**src/rtl/approx_rc_adder_seq.sv**
```systemverilog
// Multi-cycle approximate ripple-carry adder: SEG bits per cycle, runtime-selectable approximate LSB count.
// Optional error-distance outputs enabled by defining APPROX_RC_ERR_DIST_EN.
module approx_rc_adder_seq #(
    parameter int WIDTH = 16,
    parameter int SEG   = 4,
    parameter int KW    = 5
) (
    input  logic             clk,
    input  logic             rst_n,
    input  logic             in_valid,
    output logic             in_ready,
    input  logic [WIDTH-1:0] in1,
    input  logic [WIDTH-1:0] in2,
    input  logic [KW-1:0]    approx_k,
    output logic             out_valid,
    input  logic             out_ready,
    output logic [WIDTH:0]   sum
`ifdef APPROX_RC_ERR_DIST_EN
    ,
    output logic [WIDTH:0]   err_dist,
    output logic             err_flag
`endif
);

    localparam int NSEG = WIDTH / SEG;
    localparam int CW   = (NSEG > 1) ? $clog2(NSEG) : 1;

    typedef enum logic [1:0] {
        IDLE = 2'd0,
        BUSY = 2'd1,
        DONE = 2'd2
    } state_t;

    state_t           state_r;
    logic [WIDTH-1:0] a_r;
    logic [WIDTH-1:0] b_r;
    logic [WIDTH-1:0] mask_r;
    logic             carry_r;
    logic [CW-1:0]    seg_cnt_r;

    logic [KW-1:0]    k_clamp_s;
    logic [WIDTH-1:0] mask_s;
    logic [SEG:0]     chain_s;
    logic [SEG-1:0]   seg_sum_s;
    logic [WIDTH-1:0] res_next_s;
    logic             last_seg_s;

    function automatic logic maj3(input logic a, input logic b, input logic c);
        return (a & b) | (a & c) | (b & c);
    endfunction

    // Clamp k to WIDTH and expand it into a per-bit approximate-cell mask
    always_comb begin
        if (approx_k > KW'(WIDTH)) begin
            k_clamp_s = KW'(WIDTH);
        end else begin
            k_clamp_s = approx_k;
        end
        mask_s = '0;
        for (int i = 0; i < WIDTH; i++) begin
            mask_s[i] = (KW'(i) < k_clamp_s);
        end
    end

    // One segment of the cell chain; operand and mask registers are pre-shifted so bit 0 is the current LSB
    always_comb begin
        chain_s    = '0;
        seg_sum_s  = '0;
        chain_s[0] = carry_r;
        for (int j = 0; j < SEG; j++) begin
            if (mask_r[j]) begin
                seg_sum_s[j]   = ~chain_s[j];
                chain_s[j+1]   = 1'b0;
            end else begin
                seg_sum_s[j]   = a_r[j] ^ b_r[j] ^ chain_s[j];
                chain_s[j+1]   = maj3(a_r[j], b_r[j], chain_s[j]);
            end
        end
        last_seg_s = (seg_cnt_r == CW'(NSEG - 1));
    end

    // Partial result fills from the top, so after NSEG segments it is in natural bit order
    generate
        if (SEG == WIDTH) begin : g_one
            assign res_next_s = seg_sum_s;
        end else begin : g_multi
            logic [WIDTH-SEG-1:0] res_r;
            assign res_next_s = {seg_sum_s, res_r};

            // Holds the segments finished so far
            always_ff @(posedge clk or negedge rst_n) begin
                if (!rst_n) begin
                    res_r <= '0;
                end else if (state_r == BUSY) begin
                    res_r <= res_next_s[WIDTH-1:SEG];
                end else begin
                    res_r <= res_r;
                end
            end
        end
    endgenerate

`ifdef APPROX_RC_ERR_DIST_EN
    logic [WIDTH:0] exact_r;
    logic [WIDTH:0] final_s;
    assign final_s = {chain_s[SEG], res_next_s};
`endif

    // Control FSM with registered handshake outputs and result
    always_ff @(posedge clk or negedge rst_n) begin
        if (!rst_n) begin
            state_r   <= IDLE;
            in_ready  <= 1'b1;
            out_valid <= 1'b0;
            sum       <= '0;
            a_r       <= '0;
            b_r       <= '0;
            mask_r    <= '0;
            carry_r   <= 1'b0;
            seg_cnt_r <= '0;
`ifdef APPROX_RC_ERR_DIST_EN
            exact_r   <= '0;
            err_dist  <= '0;
            err_flag  <= 1'b0;
`endif
        end else begin
            case (state_r)
                IDLE: begin
                    if (in_valid) begin
                        a_r       <= in1;
                        b_r       <= in2;
                        mask_r    <= mask_s;
                        carry_r   <= 1'b0;
                        seg_cnt_r <= '0;
                        in_ready  <= 1'b0;
                        state_r   <= BUSY;
`ifdef APPROX_RC_ERR_DIST_EN
                        exact_r   <= {1'b0, in1} + {1'b0, in2};
`endif
                    end else begin
                        in_ready  <= 1'b1;
                    end
                end
                BUSY: begin
                    a_r       <= a_r >> SEG;
                    b_r       <= b_r >> SEG;
                    mask_r    <= mask_r >> SEG;
                    carry_r   <= chain_s[SEG];
                    seg_cnt_r <= seg_cnt_r + CW'(1);
                    if (last_seg_s) begin
                        sum       <= {chain_s[SEG], res_next_s};
                        out_valid <= 1'b1;
                        state_r   <= DONE;
`ifdef APPROX_RC_ERR_DIST_EN
                        if (exact_r >= final_s) begin
                            err_dist <= exact_r - final_s;
                        end else begin
                            err_dist <= final_s - exact_r;
                        end
                        err_flag <= (exact_r != final_s);
`endif
                    end else begin
                        state_r   <= BUSY;
                    end
                end
                DONE: begin
                    if (out_ready) begin
                        out_valid <= 1'b0;
                        in_ready  <= 1'b1;
                        state_r   <= IDLE;
                    end else begin
                        state_r   <= DONE;
                    end
                end
                default: begin
                    state_r   <= IDLE;
                    in_ready  <= 1'b1;
                    out_valid <= 1'b0;
                end
            endcase
        end
    end

endmodule

```
**config.mk**
```make
export PLATFORM = sky130hd
export DESIGN_NAME = approx_rc_adder_seq
export DESIGN_NICKNAME = d
export VERILOG_FILES = /design/src/rtl/approx_rc_adder_seq.sv
export SDC_FILE = /design/constraint.sdc
export NUM_CORES = 1
export LEC_CHECK = 0
export ABC_AREA = 1
export CAP_MARGIN = 25
export CELL_PAD_IN_SITES_DETAIL_PLACEMENT = 2
export CELL_PAD_IN_SITES_GLOBAL_PLACEMENT = 2
export CORE_ASPECT_RATIO = 0.9
export CORE_MARGIN = 2
export CORE_UTILIZATION = 30
export CTS_BUF_LIST = sky130_fd_sc_hd__clkbuf_4
export CTS_CLUSTER_DIAMETER = 40
export DETAILED_ROUTE_END_ITERATION = 10
export PLACE_DENSITY = 0.8
export SYNTH_ARGS = -nofsm -noshare
export SYNTH_HDL_FRONTEND = slang
export SYNTH_SLANG_ARGS = --single-unit
```
**constraint.sdc**
```tcl
create_clock -name clk -period 3.9 [get_ports clk]
set_input_delay 0.39 -clock clk [delete_from_list [all_inputs] [get_ports clk]]
set_output_delay 0.39 -clock clk [all_outputs]
set_load 0.03 [all_outputs]
```
# --- Yosys cells after proc, flatten, opt, wreduce, memory -nomap -nowiden ---
# Cells that the tools add are included.
totals:
  word_cells: 103
  register_bits: 84
  in_bits: 41
op_classes:
  n_addsub: 1
  magnitude_cmp: 17
  n_eq_ne: 6
  bitwise: 34
  reduce_logical: 6
  n_mux: 29
ops:
  columns: ["operator", "n"]
  rows:
  - ["one-hot mux 16 bit (2 select lines)", 3]
  - ["2-to-1 mux 16 bit", 3]
  - ["less-than comparator 4 x 5 -> 1 bit (first input constant)", 8]
  - ["less-than comparator 3 x 5 -> 1 bit (first input constant)", 4]
  - ["2-to-1 mux 1 bit", 13]
  - ["bitwise AND 1 bit", 12]
  - ["less-than comparator 1 x 5 -> 1 bit (first input constant)", 2]
  - ["less-than comparator 2 x 5 -> 1 bit (first input constant)", 2]
  - ["2-to-1 mux 2 bit", 4]
  - ["OR 1 bit", 8]
  - ["XOR 1 bit", 8]
  - ["!= test 2 bit (second input constant)", 3]
  - ["inverter 1 bit", 6]
  - ["one-hot mux 1 bit (3 select lines)", 2]
  - ["one-hot mux 2 bit (3 select lines)", 1]
  - ["AND reduction 2 bit", 3]
  - ["> comparator 5 bit (second input constant)", 1]
  - ["2-to-1 mux 5 bit", 1]
  - ["equality test 2 bit (second input constant)", 2]
  - ["one-hot mux 2 bit (2 select lines)", 1]
  - ["AND reduction 3 bit", 1]
  - ["adder 2 x 1 -> 2 bit (second input constant)", 1]
  - ["equality test 2 x 1 -> 1 bit (second input constant)", 1]
  - ["logical NOT 2 bit", 1]
  - ["other kinds (2)", 2]

# --- Depth between registers and ports, before layout ---
depth:
  word_depth: 17
  mapped_depth: 12
  mapped_depth_nobuf: 12

# --- Least setup slack after synthesis ---
# OpenSTA, ideal clock, no wires.
synth_timing:
  kind: "register to register"
  start: "register a_r[0]"
  end: "register g_multi.res_r[11]"
  path_stages_with_launch: 13
  period_less_slack_ns: 2.396
  setup_ns: 0.128
  arrival_time_ns: 2.268
  setup_slack_ns: 1.504
  path_cell_list: "dfrtp_1 -> inv_1 -> fa_1 -> nor2_1 -> fa_1 -> inv_1 -> nor2_1 -> fa_1 -> inv_1 -> nor2_1 -> fa_1 -> o21ai_0 -> o21ai_0"
synth_via:
  elab_chain_cells: 14
  word_cells_on_any_way: 18
  classes_between: "mux: 4; bitwise: 14"
synth_rtl:
  columns: ["element", "line_no", "source"]
  rows:
  - ["start: declaration", "35", "logic [WIDTH-1:0] a_r;"]
  - ["start signal: assignment", "130", "a_r <= in1;"]
  - ["start signal: assignment", "145", "a_r <= a_r >> SEG;"]
  - ["bitwise AND 1 bit", "49", "return (a & b) | (a & c) | (b & c);"]
  - ["OR 1 bit * (2 in a row)", "49", null]
  - ["2-to-1 mux 1 bit *", "71", "if (mask_r[j]) begin"]
  - ["bitwise AND 1 bit", "49", null]
  - ["OR 1 bit", "49", null]
  - ["OR 1 bit *", "49", null]
  - ["2-to-1 mux 1 bit *", "71", null]
  - ["bitwise AND 1 bit", "49", null]
  - ["OR 1 bit", "49", null]
  - ["OR 1 bit *", "49", null]
  - ["2-to-1 mux 1 bit *", "71", null]
  - ["XOR 1 bit / inverter 1 bit (equally long branches)", "75, 72", null]
  - ["2-to-1 mux 1 bit *", "71", null]
  - ["end signal: assignment", "95", "res_r <= res_next_s[WIDTH-1:SEG];"]
  - ["end signal: assignment", "97", "res_r <= res_r;"]
  - ["end: declaration", "87", "logic [WIDTH-SEG-1:0] res_r;"]
# Every way passes the cells marked *; elsewhere a longest branch is shown, timed or not.
# A chain may end at the register's enable or synchronous reset.

# --- Worst setup path after layout ---
# Same ends and word-level chain as after synthesis.

==> metrics.sh <==
OUTCOME='complete, no violations'
REQUIRED_NS=4.21
DPL_CELL_AREA_SQ_UM=4530
FINALPOWER_mW=3.79
DESIGN.CORE.AREA_SQ_UM=12600
WORSTSETUPSTARTPOINTTYPE='flip-flop'
DESIGN.DIE.AREA_SQ_UM=13800
P_PER_AREA_nW_PER_UM2=804
WORST-SLEW-PIN-TRANSITION_NS=0.985
GRT_ANTENNA_BEFORE_REPAIR=1
TIMING.FMAX_GHz=0.362
YOSYS_WARNS=0
LARGEST_NET_DEGREE_AT_THE_START_OF_GLOBAL_ROUTING=83
GRT_REMAINING_OVERFLOW=0
SYNTHDISTINCTLIBCELLS=28
CLKTRANSATPATHREGS_NS=0.14
MIN_PERIOD_NS=2.76
INITIALDRTVIOLATIONCOUNT=141
YOSYS_MOST_USED_DFF='sky130_fd_sc_hd__dfrtp_1'
CLK-INSERTION-DELAY-LATE_NS=0.45
CRITICAL_PATH.MAX_FANOUT=2
DETAIL_ROUTE.WL_PER_CELL_MICRONS=14.6
HOLD_PATH.CLASS='in2async'
CTS.HTREE.LEVELS=3
NUMBER_OF_GLOBAL_ROUTE_VIAS_BEFORE_REPAIR=3483
DIE_W_MICRONS=124
GATE_COUNT_OF_THE_MAPPED_NETLIST=451
DESIGN.PORTCOUNT=60
POST_SYNTHESIS_CELL_AREA_SQ_UM=3860
TIMING.CLOCK.SKEW_NS=0.0112
FINALWEIGHTEDCONGESTION=0.793
CTS_MADE_BUFFERS=9
MOST-COMMON-LAYOUT-CELLS='sky130_fd_sc_hd__nand2_1 (148), sky130_fd_sc_hd__dfrtp_1 (83), sky130_fd_sc_hd__clkdlybuf4s50_1 (58)'
CTS-ROOT-BUF='sky130_fd_sc_hd__clkbuf_4'
SETUP_VIOL_COUNT_FINAL=0
CP.ARRIVAL_NS=3.07
POST_CTS_RESIZED=0
SYNTH-SEQ-CELLS=84
LAYOUT.CELL_AREA.NON_FILLER_SQ_UM=4710
CTS_TREE='built'
MAX-VDD-IR-DROP_mV=0.378
AREA_GROWTH_SYN_TO_LAYOUT_PCT=21.9
DETAILEDROUTE.FIRSTPASSITERATIONCOUNT=4
WORST-R2R-SETUP-SLACK_NS=1.14
SLEW-LIMIT-HEADROOM=0.342
DRV_SLEW=0
GRT_SETUP_UNREPAIRED='no'
BUFFER_PORTS.INSERTED=59
FINAL_NET_COUNT=548
TIMING_HOLD_VIOLATIONS_FINAL=0
ELEMENT_TYPE_AT_THE_CRITICAL_PATH_END='flip-flop'
DRCVIOLATIONCOUNT=0
SYNTH_NETS=497
FLOORPLAN.INITIALDENSITY=0.306
DETAILED_PLACE_HPWL_MM=6.77
CTS.SINK_COUNT=84
SETUP_TNS_NS=0
FINALWIRELENGTH_MM=9.79
LAYOUT.FILLER_CELLS=1435
FINAL.PERIOD_UTILIZATION=0.708
ROUTE.ANTENNA.REMAINING_NETS=0
WORSTSETUPPATHTYPE='reg2reg'
MAX_STAGE_DELAY_NS=0.43
MAX_CAP_VIOLATIONS=0
LAYOUT-DRIVE-GT1-SHARE=0.0730
GRT_PASS1_WL_MM=17.6
SHARE_OF_FLIP_FLOPS_WITH_AN_ASYNCHRONOUS_SET_OR_RESET=1.00
CRIT_CHAIN='inv_1, fa_1, nor2_1, fa_1, inv_1, nor2_1, fa_1, inv_1, nor2_1, fa_1, o21ai_0, o21ai_0'
GLOBALROUTETOTALUTIL=0.161
SYNTH.AVG_CELL_AREA_SQ_UM=8.56
CLOCKBUFFERDEPTH=2
POWER_LEAKAGE_nW=2.21
YS_SEQ_AREA_FRAC=0.545
SYNTH_EDF_COUNT=0
POST_DRT_VIA_CELL_RATIO=4.65
LAYOUT.CELLS.MOST_COMMON='sky130_fd_sc_hd__nand2_1'
CRIT_TOP_CELL='sky130_fd_sc_hd__fa_1'
VIA_COUNT=3126
CRITICAL-PATH-SLOWEST-CELL='sky130_fd_sc_hd__fa_1'
CORE.ROWCOUNT=39
FLOORPLAN.DIE.HEIGHT_MICRONS=112
-- cell families after synthesis --
kind of cell	synth area share
simple gates	0.180
compound gates	0.156
flops	0.545
buf+inv	0.0953
fa+ha+maj	0.0240
-- cell type report --
cell class	count	area (sq um)	share of cell area
clock buffer	9	67.6	0.0144
inverter	55	206	0.0439
timing repair buffer	62	633	0.135
tap	164	205	0.0436
clock inverter	7	98.8	0.0210
antenna	1	2.50	0.000532
multi-input combinational	290	1390	0.295
sequential	84	2100	0.447
-- worst paths after layout --
path | startpoint | endpoint | depth (start not counted)
worst min-delay path | rst_n | a_r[8]$_DFFE_PN0P_ | 2
max in group asynchronous | rst_n | in_ready$_DFFE_PN1P_ | 3
worst max-delay path | a_r[0]$_DFFE_PN0P_ | g_multi.res_r[11]$_DFFE_PN0P_ | 12
worst min register to register | mask_r[7]$_DFFE_PN0P_ | mask_r[7]$_DFFE_PN0P_ | 2
min in group clk | in1[13] | a_r[13]$_DFFE_PN0P_ | 3
worst max register to register | a_r[0]$_DFFE_PN0P_ | g_multi.res_r[11]$_DFFE_PN0P_ | 12
-- cells in the mapped netlist, types with 3 or more instances --
library cell                 n  area share
sky130_fd_sc_hd__inv_2       3      0.0029
sky130_fd_sc_hd__clkbuf_1    3      0.0029
sky130_fd_sc_hd__dfrtp_1    83        0.54
sky130_fd_sc_hd__o21ai_0    57       0.074
sky130_fd_sc_hd__nand3_1     5      0.0065
sky130_fd_sc_hd__o21ai_1    29       0.038
sky130_fd_sc_hd__inv_1      52       0.051
sky130_fd_sc_hd__nand2_1   148        0.14
sky130_fd_sc_hd__o21ai_2     9       0.020
sky130_fd_sc_hd__buf_6       8       0.023
sky130_fd_sc_hd__a22oi_1     4      0.0078
sky130_fd_sc_hd__fa_1        4       0.021
sky130_fd_sc_hd__buf_2       9       0.012
sky130_fd_sc_hd__nor2_1     20       0.019
-- registers in the layout, summed over array words and instances (netlist names), 2 cells and up --
signal	flops
a_r	16
b_r	16
seg_cnt_r	2
g_multi.res_r	12
sum	17
state_r	2
mask_r	16
-- where the power goes --
part           total, mW  switching (mW)  internal [mW]
logic               1.72            1.13          0.585
clock network      0.592           0.328          0.264
registers           1.47           0.207           1.27
-- critical path, delay by kind of cell, from the launching register on --
family / cells / cell delay [ns]
flops: 1 / 0.35
compound gates: 2 / 0.33
buf+inv: 3 / 0.15
fa+ha+maj: 4 / 1.27
simple gates: 3 / 0.52
-- routing by layer --
layer	global-route usage	vias up	share of wire
li1	-	1515	-
met1	0.216	1568	0.47
met2	0.262	32	0.49
met3	0.0220	11	0.022
met4	0.0636	0	0.016
met5	0	-	0
-- timing repair --
item	4_1_cts	5_1_grt
setup buffers	0	0
endpoints found under the hold margin	40	0
hold buffers	1	0
-- metrics by stage --
step                utilization  worst slack (ns)  hold WS, ns  instances
global route              0.372             0.865        0.466        672
floorplan                     -              1.50       0.0944        451
finish                    0.372              1.14        0.456        672
detailed placement        0.358              1.19        0.424        654
global placement          0.356              1.35        0.458        653
CTS                       0.372              1.15        0.445        671
No activity file was read; power rests on OpenSTA's default activity.
